### src/rtl/lsu_mem_stage_pkg.sv
// Shared constants, state encoding and small decode helpers for the
// load/store memory stage.
package lsu_mem_stage_pkg;

   // RV32I load funct3 encodings
   localparam logic [2:0] F3_LB  = 3'b000;
   localparam logic [2:0] F3_LH  = 3'b001;
   localparam logic [2:0] F3_LW  = 3'b010;
   localparam logic [2:0] F3_LBU = 3'b100;
   localparam logic [2:0] F3_LHU = 3'b101;
   // RV32I store funct3 encodings
   localparam logic [2:0] F3_SB  = 3'b000;
   localparam logic [2:0] F3_SH  = 3'b001;
   localparam logic [2:0] F3_SW  = 3'b010;

   typedef enum logic [1:0] {
      ST_IDLE = 2'b00,
      ST_REQ  = 2'b01,
      ST_WAIT = 2'b10
   } lsu_state_e;

   // True when funct3 names a real RV32I load or store.
   function automatic logic op_legal(input logic is_store, input logic [2:0] funct3);
      logic ok;
      if (is_store) begin
         case (funct3)
            F3_SB, F3_SH, F3_SW: ok = 1'b1;
            default:             ok = 1'b0;
         endcase
      end else begin
         case (funct3)
            F3_LB, F3_LH, F3_LW, F3_LBU, F3_LHU: ok = 1'b1;
            default:                             ok = 1'b0;
         endcase
      end
      return ok;
   endfunction

   // True when the byte offset breaks natural alignment for the access size.
   function automatic logic is_misaligned(input logic [2:0] funct3, input logic [1:0] off);
      logic mis;
      case (funct3[1:0])
         2'b01:   mis = off[0];
         2'b10:   mis = (off != 2'b00);
         default: mis = 1'b0;
      endcase
      return mis;
   endfunction

   // Rounds the byte offset down to the natural alignment of the access size.
   function automatic logic [1:0] natural_off(input logic [2:0] funct3, input logic [1:0] off);
      logic [1:0] res;
      case (funct3[1:0])
         2'b01:   res = {off[1], 1'b0};
         2'b10:   res = 2'b00;
         default: res = off;
      endcase
      return res;
   endfunction

endpackage

### src/rtl/lsu_mem_stage_align.sv
// Byte-lane steering: byte enables and replicated write data on the store
// side, lane extraction plus sign/zero extension on the load side.
module lsu_mem_stage_align
   import lsu_mem_stage_pkg::*;
(
   input  logic [1:0]  st_size,
   input  logic [1:0]  st_off,
   input  logic [31:0] st_data,
   output logic [3:0]  st_be,
   output logic [31:0] st_wdata,
   input  logic [2:0]  ld_funct3,
   input  logic [1:0]  ld_off,
   input  logic [31:0] ld_rdata,
   output logic [31:0] ld_data
);

   logic [31:0] shifted_s;

   // Store path: lane enables shifted by offset, data replicated across lanes.
   always_comb begin
      st_be    = 4'b0000;
      st_wdata = st_data;
      case (st_size)
         2'b00: begin
            st_be    = 4'b0001 << st_off;
            st_wdata = {4{st_data[7:0]}};
         end
         2'b01: begin
            st_be    = 4'b0011 << st_off;
            st_wdata = {2{st_data[15:0]}};
         end
         2'b10: begin
            st_be    = 4'b1111;
            st_wdata = st_data;
         end
         default: begin
            st_be    = 4'b0000;
            st_wdata = st_data;
         end
      endcase
   end

   // Load path: move the addressed lane to bit 0, then extend per funct3.
   always_comb begin
      shifted_s = ld_rdata >> {ld_off, 3'b000};
      case (ld_funct3)
         F3_LB:   ld_data = {{24{shifted_s[7]}}, shifted_s[7:0]};
         F3_LH:   ld_data = {{16{shifted_s[15]}}, shifted_s[15:0]};
         F3_LBU:  ld_data = {24'h000000, shifted_s[7:0]};
         F3_LHU:  ld_data = {16'h0000, shifted_s[15:0]};
         F3_LW:   ld_data = shifted_s;
         default: ld_data = shifted_s;
      endcase
   end

endmodule

### src/rtl/lsu_mem_stage.sv
// Load/store memory stage: one bus transaction per op, stalls execute via
// ex_ready while busy, returns extended load data to writeback.
// Optional build macro LSU_MISALIGN_TRAP_EN: reject misaligned half/word
// accesses with lsu_err instead of forcing natural alignment.
module lsu_mem_stage
   import lsu_mem_stage_pkg::*;
#(
   parameter int unsigned DATA_W         = 32,
   parameter int unsigned TIMEOUT_CYCLES = 255
) (
   input  logic              clk,
   input  logic              rst,
   input  logic              ex_valid,
   output logic              ex_ready,
   input  logic              ex_is_store,
   input  logic [2:0]        ex_funct3,
   input  logic [DATA_W-1:0] ex_addr,
   input  logic [DATA_W-1:0] ex_wdata,
   input  logic [4:0]        ex_rd,
   output logic              mem_req,
   output logic              mem_we,
   output logic [DATA_W-1:0] mem_addr,
   output logic [3:0]        mem_be,
   output logic [DATA_W-1:0] mem_wdata,
   input  logic              mem_gnt,
   input  logic              mem_rvalid,
   input  logic [DATA_W-1:0] mem_rdata,
   output logic              wb_valid,
   output logic [4:0]        wb_rd,
   output logic [DATA_W-1:0] wb_data,
   output logic              lsu_err,
   output logic              busy
);

   localparam logic        TO_EN_C   = (TIMEOUT_CYCLES != 32'd0);
   localparam logic [31:0] TO_LAST_C = (TIMEOUT_CYCLES == 32'd0) ? 32'd0 : (TIMEOUT_CYCLES - 32'd1);

   lsu_state_e        state_r, state_s;
   logic              accept_s, reject_s, complete_s, abort_s, timeout_s, bad_s;
   logic [1:0]        off_s;
   logic [3:0]        be_s;
   logic [DATA_W-1:0] wdata_s, ld_data_s;
   logic [2:0]        funct3_r;
   logic [1:0]        off_r;
   logic [4:0]        rd_r;
   logic [31:0]       cnt_r;
   logic              ex_ready_r, mem_req_r, mem_we_r, wb_valid_r, lsu_err_r, busy_r;
   logic [DATA_W-1:0] mem_addr_r, mem_wdata_r, wb_data_r;
   logic [3:0]        mem_be_r;
   logic [4:0]        wb_rd_r;

   // Decide whether the presented op is rejected, and which lane offset it uses.
   always_comb begin
`ifdef LSU_MISALIGN_TRAP_EN
      bad_s = !op_legal(ex_is_store, ex_funct3) || is_misaligned(ex_funct3, ex_addr[1:0]);
      off_s = ex_addr[1:0];
`else
      bad_s = !op_legal(ex_is_store, ex_funct3);
      off_s = natural_off(ex_funct3, ex_addr[1:0]);
`endif
   end

   lsu_mem_stage_align u_lsu_align (
      .st_size   (ex_funct3[1:0]),
      .st_off    (off_s),
      .st_data   (ex_wdata),
      .st_be     (be_s),
      .st_wdata  (wdata_s),
      .ld_funct3 (funct3_r),
      .ld_off    (off_r),
      .ld_rdata  (mem_rdata),
      .ld_data   (ld_data_s)
   );

   // Timeout fires on the last permitted cycle in REQ/WAIT.
   always_comb begin
      if (TO_EN_C && (cnt_r == TO_LAST_C)) begin
         timeout_s = 1'b1;
      end else begin
         timeout_s = 1'b0;
      end
   end

   // Next-state and event decode; completion takes priority over timeout.
   always_comb begin
      state_s    = state_r;
      accept_s   = 1'b0;
      reject_s   = 1'b0;
      complete_s = 1'b0;
      abort_s    = 1'b0;
      case (state_r)
         ST_IDLE: begin
            if (ex_valid && bad_s) begin
               reject_s = 1'b1;
            end else if (ex_valid) begin
               accept_s = 1'b1;
               state_s  = ST_REQ;
            end else begin
               state_s  = ST_IDLE;
            end
         end
         ST_REQ: begin
            if (mem_gnt && mem_we_r) begin
               state_s = ST_IDLE;
            end else if (mem_gnt && mem_rvalid) begin
               complete_s = 1'b1;
               state_s    = ST_IDLE;
            end else if (timeout_s) begin
               abort_s = 1'b1;
               state_s = ST_IDLE;
            end else if (mem_gnt) begin
               state_s = ST_WAIT;
            end else begin
               state_s = ST_REQ;
            end
         end
         ST_WAIT: begin
            if (mem_rvalid) begin
               complete_s = 1'b1;
               state_s    = ST_IDLE;
            end else if (timeout_s) begin
               abort_s = 1'b1;
               state_s = ST_IDLE;
            end else begin
               state_s = ST_WAIT;
            end
         end
         default: begin
            state_s = ST_IDLE;
         end
      endcase
   end

   // State, latched op, bus fields, timeout counter and registered outputs.
   always_ff @(posedge clk) begin
      if (rst) begin
         state_r     <= ST_IDLE;
         funct3_r    <= 3'b000;
         off_r       <= 2'b00;
         rd_r        <= 5'd0;
         cnt_r       <= 32'd0;
         ex_ready_r  <= 1'b1;
         mem_req_r   <= 1'b0;
         mem_we_r    <= 1'b0;
         mem_addr_r  <= '0;
         mem_be_r    <= 4'b0000;
         mem_wdata_r <= '0;
         wb_valid_r  <= 1'b0;
         wb_rd_r     <= 5'd0;
         wb_data_r   <= '0;
         lsu_err_r   <= 1'b0;
         busy_r      <= 1'b0;
      end else begin
         state_r    <= state_s;
         ex_ready_r <= (state_s == ST_IDLE);
         mem_req_r  <= (state_s == ST_REQ);
         busy_r     <= (state_s != ST_IDLE);
         lsu_err_r  <= reject_s | abort_s;
         wb_valid_r <= complete_s;
         if (complete_s) begin
            wb_rd_r   <= rd_r;
            wb_data_r <= ld_data_s;
         end else begin
            wb_rd_r   <= wb_rd_r;
            wb_data_r <= wb_data_r;
         end
         if (accept_s) begin
            funct3_r    <= ex_funct3;
            off_r       <= off_s;
            rd_r        <= ex_rd;
            mem_we_r    <= ex_is_store;
            mem_addr_r  <= {ex_addr[DATA_W-1:2], 2'b00};
            mem_be_r    <= be_s;
            mem_wdata_r <= wdata_s;
            cnt_r       <= 32'd0;
         end else if (state_r != ST_IDLE) begin
            cnt_r <= cnt_r + 32'd1;
         end else begin
            cnt_r <= cnt_r;
         end
      end
   end

   assign ex_ready  = ex_ready_r;
   assign mem_req   = mem_req_r;
   assign mem_we    = mem_we_r;
   assign mem_addr  = mem_addr_r;
   assign mem_be    = mem_be_r;
   assign mem_wdata = mem_wdata_r;
   assign wb_valid  = wb_valid_r;
   assign wb_rd     = wb_rd_r;
   assign wb_data   = wb_data_r;
   assign lsu_err   = lsu_err_r;
   assign busy      = busy_r;

endmodule

### config.mk
export PLATFORM = sky130hd
export DESIGN_NAME = lsu_mem_stage
export DESIGN_NICKNAME = d
export VERILOG_FILES = /design/src/rtl/lsu_mem_stage_pkg.sv /design/src/rtl/lsu_mem_stage_align.sv /design/src/rtl/lsu_mem_stage.sv
export SDC_FILE = /design/constraint.sdc
export NUM_CORES = 1
export LEC_CHECK = 0
export ABC_CLOCK_PERIOD_IN_PS = 2310
export CAP_MARGIN = 20
export CORE_MARGIN = 4
export CORE_UTILIZATION = 46
export CTS_CLUSTER_SIZE = 28
export DETAILED_ROUTE_END_ITERATION = 7
export GPL_TIMING_DRIVEN = 0
export PLACE_DENSITY = 0.86
export SYNTH_ARGS = -nofsm -noshare
export SYNTH_HDL_FRONTEND = slang
export SYNTH_SLANG_ARGS = --single-unit
### constraint.sdc
create_clock -name clk -period 2.31 [get_ports clk]
set_input_delay 0.231 -clock clk [delete_from_list [all_inputs] [get_ports clk]]
set_output_delay 0.231 -clock clk [all_outputs]
set_load 0.03 [all_outputs]
==> metrics, run 1 <==
status=finished clean; hold_ws=roughly 0.35 ns; Final Hold Fails=0; Pre-Repair DR Iteration Count=5; Die X=between 100 and 150 µm; die area=0.0166 mm²; critical path arrival=2.54 ns; CTS sink cnt=~150; first-pass GRT wire length=33,800 µm; Reg2Reg Depth=9; minimum clock period=between 2 and 2.5 ns; Synth area leaders=dfxtp_1 46%, a21oi_1 8.5%, nand2_1 7.8%; core area=about 0.014 mm²; top_reg_cell synth=dfxtp_1; TritonCTS buffer count=17; drt wl/cell=about 17 µm; Clock Tree Root=clkbuf_16; Critical Path Start Type=input port; Final setup viols=0; fmax=458 MHz; drt drc=0; latest clock arrival within the worst-skew pair=0.42 ns; Final Max Tran Viols=0; initial antenna violation count=0; Crit path required time=2.66 ns; Hold Path Stages=3; post-route setup slack=0.125 ns; Max Clock Skew=~0.0052 ns; Post-Route WL=21,700 µm; Leak=3.53 nW; Slew Limit Headroom=54.0%; number of port buffers=217; worst slew pin tran=slightly below 0.7 ns; num rows=43; crit path from=ex_funct3[1]; Layout area overhead=46.2%; Die Ht=129 µm; CTS tree=built; RSZ-0062 raised after global routing=false; Worst Hold Launch=ex_addr[4]; Synth top area share=45.5%; dpl cell area=approximately 0.0091 mm²; Critical Path Fanout Max=10; mean post-synth cell area=8.24 µm²; sequential area share after synthesis=45.5%; num ports=221; Post-Place Worst Slack=-1.15 ns; Tcrit/Tclk final=around 95%; PwrDens=697 mW/mm²; Max-cap violations=0; post-synthesis cell count=817; GPL Wtd Cong=0.922; ys async rst share=0%; most common cell in the netlist=dfxtp_1; largest area contributor in the netlist=dfxtp_1; register area=0.00307 mm²; crit path kind=input port to flip-flop; Post-synth EDFFs=0; Commonest cells post-synth=153 x dfxtp_1, 140 x nand2_1, 114 x a21oi_1; post-synthesis cell area=0.00673 mm²; Overflow after GRT=0; largest net degree at the start of global routing=17; vias in the first global route=6,734; Finished Core Util=69.8%; via count=6,876; Max clock buf depth=2; synth unique cells=59; Yosys warning count=0; final cell area excluding filler cells=0.00984 mm²; post-route setup TNS=0 ns; footprint of the multi-input gates=0.00338 mm²; clk slew on worst S/H paths=0.06 ns; Post-layout nets=1,175; layout cells sized above 1=9.46%; Fillers=1,090; Synth Register Bits=153; min-delay worst type=input port to flip-flop; Starting Density=47.7%; Routed Antenna Nets=0; vias per inst=5.51; r2r startpoint=state_r[1]$_SDFF_PP0_; starting DRC count in detailed routing=~470; CP endpoint kind=flip-flop; Worst VDD drop=0.000583 V; post-DP HPWL=16,400 µm; gr usage total=25.9%; total number of H-tree levels=4
## critical path, cell delays in order
cell	delay, ns
clkdlybuf4s50_1	0.50
buf_6	0.18
clkinv_2	0.14
ha_1	0.26
nor3_2	0.24
a211oi_2	0.07
buf_4	0.16
or2_2	0.27
clkbuf_1	0.15
buf_2	0.20
nor2_1	0.13
## layer usage
layer	track usage [%]	part of all wire, %	vias to the layer above
met3	10.1	9.4	71
met4	13.3	5.3	0
met5	0	0	-
met2	41.5	47	298
met1	30.1	39	3198
li1	-	-	3309
## through the flow
stage / total power (W) / cells
detailed placement: 0.00390 / 1215
finish: 0.00686 / 1249
global route: 0.00712 / 1248
CTS: 0.00688 / 1246
global placement: 0.00388 / 1215
floorplan: 0.00339 / 818
## path summary, 6_finish.rpt
kind	endpoint	slack [ns]
max	cnt_r[9]$_SDFFE_PP0P_	0.13
min	mem_addr[4]$_SDFFE_PP0P_	0.35
max reg2reg	cnt_r[26]$_SDFFE_PP0P_	0.15
min reg2reg	mem_wdata[2]$_SDFFE_PP0P_	0.45
## area by class of cell
type / instances / share of cell area, %
flip-flops and latches: 153 / 31.2
well taps: 180 / 2.29
repair buffers: 219 / 22.2
clock inverters: 10 / 1.67
multi-input cells: 592 / 34.4
plain buffers: 59 / 2.90
inverters: 14 / 0.547
clock buffers: 21 / 4.78
diodes: 1 / 0.0254
## kinds of logic after synthesis
group                    share of synthesized area [%]
AND/OR/NAND/NOR                                   21.8
multiplexers                                      4.35
flip-flops                                        45.5
XOR/XNOR                                          3.77
other                                           0.0557
AO/OA/AOI/OAI                                     18.2
adder cells (fa/ha/maj)                           1.67
buffers and inverters                             4.63
## registers in the layout, summed over array words and instances (netlist names), 3 cells and up
| name | flops |
|---|---|
| cnt_r | 32 |
| rd_r | 5 |
| wb_rd | 5 |
| wb_data | 32 |
| mem_addr | 30 |
| mem_be | 4 |
| funct3_r | 3 |
| mem_wdata | 32 |
## power breakdown
group          internal, W  switching (W)  total, W
clock network      0.00190        0.00109   0.00299
registers          0.00274      0.0000539   0.00279
logic             0.000478       0.000602   0.00108
total              0.00511        0.00175   0.00686
## cells in the final DEF, fill, tap and decap left out, types with 3 or more instances in the layout
cell / count
xnor2_1: 17
nor3b_1: 6
buf_4: 4
mux2i_1: 18
a211oi_1: 40
bufinv_16: 4
clkbuf_8: 3
o21ai_0: 12
inv_6: 3
clkdlybuf4s50_1: 217
ha_1: 8
nor2b_1: 6
or2_2: 3
nor2_1: 100
a21oi_1: 114
nand2_1: 140
mux2_2: 10
nor4_1: 5
o211ai_1: 9
a22o_1: 8
buf_2: 19
dfxtp_1: 151
nand4_1: 9
nor3_1: 15
clkbuf_16: 17
clkinv_2: 3
inv_1: 12
xor2_1: 12
clkbuf_1: 26
nand3b_1: 4
clkbuf_2: 8
and4_1: 4
nand3_1: 12
## what timing repair did
| action | CTS | global route |
|---|---|---|
| endpoints found under the setup margin | 115 | 122 |
| resized for setup | 11 | 22 |
| pin swaps | 1 | 2 |
| buffers inserted | 0 | 2 |
| hold buffers | 0 | 0 |
No activity file was read; power rests on OpenSTA's default activity.
==> run 2: changes to the inputs <==
--- a/config.mk
+++ b/config.mk
@@ -5,11 +5,12 @@
 export SDC_FILE = /design/constraint.sdc
 export NUM_CORES = 1
 export LEC_CHECK = 0
+export ABC_AREA = 0
 export ABC_CLOCK_PERIOD_IN_PS = 2310
 export CAP_MARGIN = 20
 export CORE_MARGIN = 4
 export CORE_UTILIZATION = 46
-export CTS_CLUSTER_SIZE = 28
+export CTS_CLUSTER_SIZE = 10
 export DETAILED_ROUTE_END_ITERATION = 7
 export GPL_TIMING_DRIVEN = 0
 export PLACE_DENSITY = 0.86
==> results of run 2 <==
The final DEF is identical to that of run 1; final timing and power are the same.
==> variant 1, RTL diff (config.mk and constraints of run 2) <==
Make the reset (`rst`) asynchronous in one clocked block.
--- a/src/rtl/lsu_mem_stage.sv
+++ b/src/rtl/lsu_mem_stage.sv
@@ -134,3 +134,3 @@
    // State, latched op, bus fields, timeout counter and registered outputs.
-   always_ff @(posedge clk) begin
+   always_ff @(posedge clk or posedge rst) begin
       if (rst) begin
Formal check against the unedited RTL: differs if rst is asserted again (counterexample within 4 cycles, from zero or initial values and one cycle with rst high); with rst held inactive, the same outputs for 4 cycles.
==> variant 1 against run 2 <==
Core utilization fell by 1.8 points. Design area rose by 6.2%. Sequential cell count did not move. Synthesized area rose by 8.5%. Register-to-register slack got worse by 0.08 ns. Worst hold slack got worse by 0.015 ns. Count of clock-buffer cells in the layout fell by 4. Clock skew barely moved. Wire length fell by 1.9%. Worst setup slack got worse by 0.052 ns. Critical endpoint is now cnt_r[24]. Largest cell class is now registers. Highest routed layer unchanged.
Power is not compared: it rests on default switching activity, and its combinational part moved more than twofold at a synthesized area within 25%.
==> variant 1: results <==
metrics = {
    "synthesis": {
        "synth_cells": 699,
        "async_flop_share_pct": 100,
        "synth-adder-area-share_pct": 1.54,
        "synth_cell_types": 58,
        "synthTopCellsByCount": "152 x dfrtp_1, 115 x nand2_1, 57 x o21ai_0",
        "synthXorXnorAreaFrac_pct": 0,
        "synthTopCellsByArea": "dfrtp_1 52%, mux2_2 8.0%, nand2_1 5.9%",
        "synthMuxAreaShare_pct": 13.1,
        "synth_compound_area_share_pct": 12.9,
        "seq_area_frac_synth_pct": 52.5,
    },
    "detailed_routing": {
        "drt_iter0_markers": 353,
        "via_count": 6384,
        "routedWlPerCell_um": 18.3,
    },
    "status": {
        "status": "completed",
    },
    "setup_path": {
        "r2r_slack_ns": 0.07,
        "endpoint": "cnt_r[24]",
        "reg2reg_depth": 7,
        "criticalPathCategory": "flip-flop to flip-flop",
        "critPathTopFamily": "simple AND/OR/NAND/NOR gates",
        "slowest_delay_ns": 0.57,
        "slowest_stage": "nor4_4",
        "r2r-start": "state_r[0]",
    },
    "finish": {
        "layout.nets": 1059,
        "drive_gt1_share_pct": 13.4,
        "diodes": 0,
        "finalNonFillerCells": 1164,
    },
    "grt": {
        "use_met3_pct": 6.90,
        "gr-usage-met1_pct": 29.0,
        "gr-usage-all-layers_pct": 24.0,
        "first_global_vias": 6547,
        "grt_first_pass_wirelength_um": 34200,
        "grt_use_met2_pct": 39.9,
        "grt_max_degree": 43,
    },
    "placement": {
        "dp_hpwl_um": 16400,
        "io_buffers": 218,
        "gp_congestion": 0.925,
    },
    "sta": {
        "clock_skew_ns": 0.00553,
        "slew_headroom_pct": 40.9,
    },
    "hold_path": {
        "min_path_type": "primary input to asynchronous set/reset pin",
    },
    "clocking": {
        "post_cts_buffers": 0,
    },
    "power": {
        "p_leak_uw": 0.00460,
    },
}
## variant 1: changes by cell type in the layout (fill, tap and decap cells not counted), sizes merged, moves of 18 or more
cell / change
nor2: -72
nand2: -25
mux2: +42
dfrtp: +152
a211oi: -42
mux2i: +19
nand3: +18
o21ai: +44
clkbuf: -23
a21oi: -76
dfxtp: -153
## variant 1: area by class of cell
class | instances | area, um^2
fill | 1181 | 4920
sequential | 153 | 3830
multi-input combinational | 492 | 3230
timing repair buffer | 221 | 2240
clock buffer | 17 | 425
tap | 211 | 264
buffer | 43 | 229
clock inverter | 15 | 178
inverter | 12 | 48.8
## variant 1: how the worst min path moves through the flow
| stage | to | slack [ns] | start |
|---|---|---|---|
| CTS | busy | 0.36 | rst |
| finish | busy | 0.34 | rst |
| floorplan | mem_addr[10] | 0.38 | ex_addr[10] |
| detailed placement | wb_rd[2] | 0.45 | rd_r[2] |
| global route | funct3_r[1] | 0.35 | ex_funct3[1] |
| global placement | wb_rd[2] | 0.44 | rd_r[2] |
## variant 1: routing by layer
metal / vias up / share of wire, %
li1: 2961 / -
met1: 3084 / 39
met2: 295 / 48
met3: 44 / 9.4
met4: 0 / 3.0
met5: - / 0
## variant 1: logic make-up after synthesis
family | count (synthesis)
adder cells (fa/ha/maj) | 9
AND/OR/NAND/NOR | 242
flip-flops | 153
multiplexers | 89
other | 1
buffers and inverters | 55
AO/OA/AOI/OAI | 150
## variant 1: report_power, final
| group | internal (uW) | leakage (uW) | switching [uW] | total [uW] |
|---|---|---|---|---|
| registers | 3700 | 0.00194 | 626 | 4330 |
| clock network | 1700 | 0.000293 | 1120 | 2820 |
| logic | 2690 | 0.00237 | 3610 | 6300 |
| total | 8100 | 0.00460 | 5350 | 13400 |
## variant 1: timing repair
action | 4_1_cts | 5_1_grt
hold buffers | 0 | 0
resized for setup | 2 | 6
endpoints found under the hold margin | 0 | 0
endpoints found under the setup margin | 50 | 51
## variant 1: per-stage QoR
step	power (uW)	setup WS [ns]	util, %	cell area [um^2]
3_5_place_dp	10700	-0.595	63.9	9820
3_3_place_gp	10500	-1.21	63.5	9760
5_1_grt	14200	0.00259	68.0	10400
6_report	13400	0.0730	68.0	10400
4_1_cts	13500	0.00228	67.8	10400
2_1_floorplan	7920	0.149	-	7310
==> variant 2, RTL diff (settings of run 2) <==
Made on the original files. Build with the macro `LSU_MISALIGN_TRAP_EN` defined.
--- a/src/rtl/lsu_mem_stage.sv
+++ b/src/rtl/lsu_mem_stage.sv
@@ -4,2 +4,4 @@
 // accesses with lsu_err instead of forcing natural alignment.
+`define LSU_MISALIGN_TRAP_EN
+
 module lsu_mem_stage
Behaviour: not the same (Yosys sat finds a counterexample within 4 cycles, from zero or initial values and one cycle with rst high).
==> variant 2 against run 2 <==
Core utilization shrank 1.0 points. Synthesized area grew 1.8%. Die area is 1.7% higher. Design area up 1.6%. Clock power decreased by 11%. Power decreased by 3.2%. Worst setup slack worse by 0.0050 ns. Via count increased by 2.8%. Global-route usage is 0.67 points lower. Sequential cell count stayed put. Register-to-register slack about the same. Combinational power rose by 9%. Wire length grew 1.4%. First-iteration DRC count fell by 15%.
==> variant 2: results <==
metrics = {
    "synthesis": {
        "synthMuxAreaShare_pct": 4.59,
        "synthTopCellsByArea": "dfxtp_1 45%, nand2_1 10%, a21oi_1 8.0%",
        "synthTopCellsByCount": "189 x nand2_1, 153 x dfxtp_1, 110 x a21oi_1",
        "seq_area_frac_synth_pct": 44.7,
        "synth_cell_types": 50,
        "synth_compound_area_share_pct": 16.7,
        "synth-adder-area-share_pct": 1.83,
        "synthXorXnorAreaFrac_pct": 3.58,
    },
    "setup_path": {
        "worstReg2RegEnd": "wb_data[24]",
        "critPathTopFamily": "compound AO/OA/AOI/OAI gates",
        "reg2reg_depth": 7,
        "r2r-start": "off_r[0]",
        "endpoint": "busy",
    },
    "grt": {
        "grt_first_pass_wirelength_um": 33700,
        "gr-usage-all-layers_pct": 25.3,
        "first_global_vias": 6696,
        "antenna_found_initial": 1,
    },
    "hold_path": {
        "worstHoldEndpoint": "funct3_r[0]",
        "holdCritStartpoint": "ex_funct3[0]",
    },
    "placement": {
        "place_area_um2": 9260,
        "dp_hpwl_um": 16200,
        "gp_congestion": 0.943,
        "io_buffers": 218,
    },
    "power": {
        "p_leak_uw": 0.00357,
        "power.switching_uw": 1840,
    },
    "finish": {
        "layout.nets": 1223,
        "drive_gt1_share_pct": 8.60,
        "nFillCells": 1197,
    },
    "clocking": {
        "post_cts_buffers": 4,
        "postCtsResizedCells": 30,
    },
    "detailed_routing": {
        "dr.pass1.iters": 7,
        "drt_iter0_markers": 400,
        "routedWlPerCell_um": 16.9,
    },
    "status": {
        "status": "completed",
    },
    "sta": {
        "slew_headroom_pct": 51.5,
        "clock_skew_ns": 0.00772,
    },
}
==> variant 2: cell count changes after synthesis, sizes merged, moves of 11 or more <==
cell	run 2	this run
clkbuf	37	48
o211ai	9	24
nand2	140	189
a211oi	42	24
nor2	100	83
==> variant 2: through the flow <==
step / worst slack [ns] / util, % / TNS, ns / power (uW) / cells
6_report: 0.120 / 68.8 / 0 / 6640 / 1301
4_1_cts: 0.0179 / 68.2 / 0 / 6630 / 1300
5_1_grt: -0.00398 / 68.8 / -0.00398 / 6860 / 1301
2_1_floorplan: 0.0540 / - / 0 / 3440 / 863
3_5_place_dp: -1.24 / 63.7 / -122.46 / 3980 / 1265
3_3_place_gp: -1.26 / 63.7 / -127.04 / 3970 / 1265
==> variant 2: final cells by class <==
class                           instances  area (um^2)  area share, %
Multi-Input combinational cell        636         3560           35.6
Sequential cell                       153         3070           30.7
Timing Repair Buffer                  222         2210           22.2
Clock buffer                           22          464           4.64
Buffer                                 61          315           3.15
Tap cell                              184          230           2.30
Clock inverter                         10         92.6          0.926
Inverter                               12         48.8          0.488
Antenna cell                            1         2.50         0.0250
==> variant 2: power by group through the flow <==
stage          Clock (uW)  Combinational, uW  Sequential, uW
3_3_place_gp            0               1120            2850
2_1_floorplan           0                420            3030
4_1_cts              2670               1160            2800
6_report             2660               1180            2800
3_5_place_dp            0               1130            2860
5_1_grt              2790               1260            2810
==> variant 2: metal layers <==
metal	wire [um]	vias to the layer above	track usage [%]	part of all wire (%)
li1	-	3444	-	-
met1	9180	3296	31.7	42
met2	10300	287	41.2	47
met3	2090	42	8.15	9.5
met4	506	0	8.74	2.3
met5	0	-	0	0
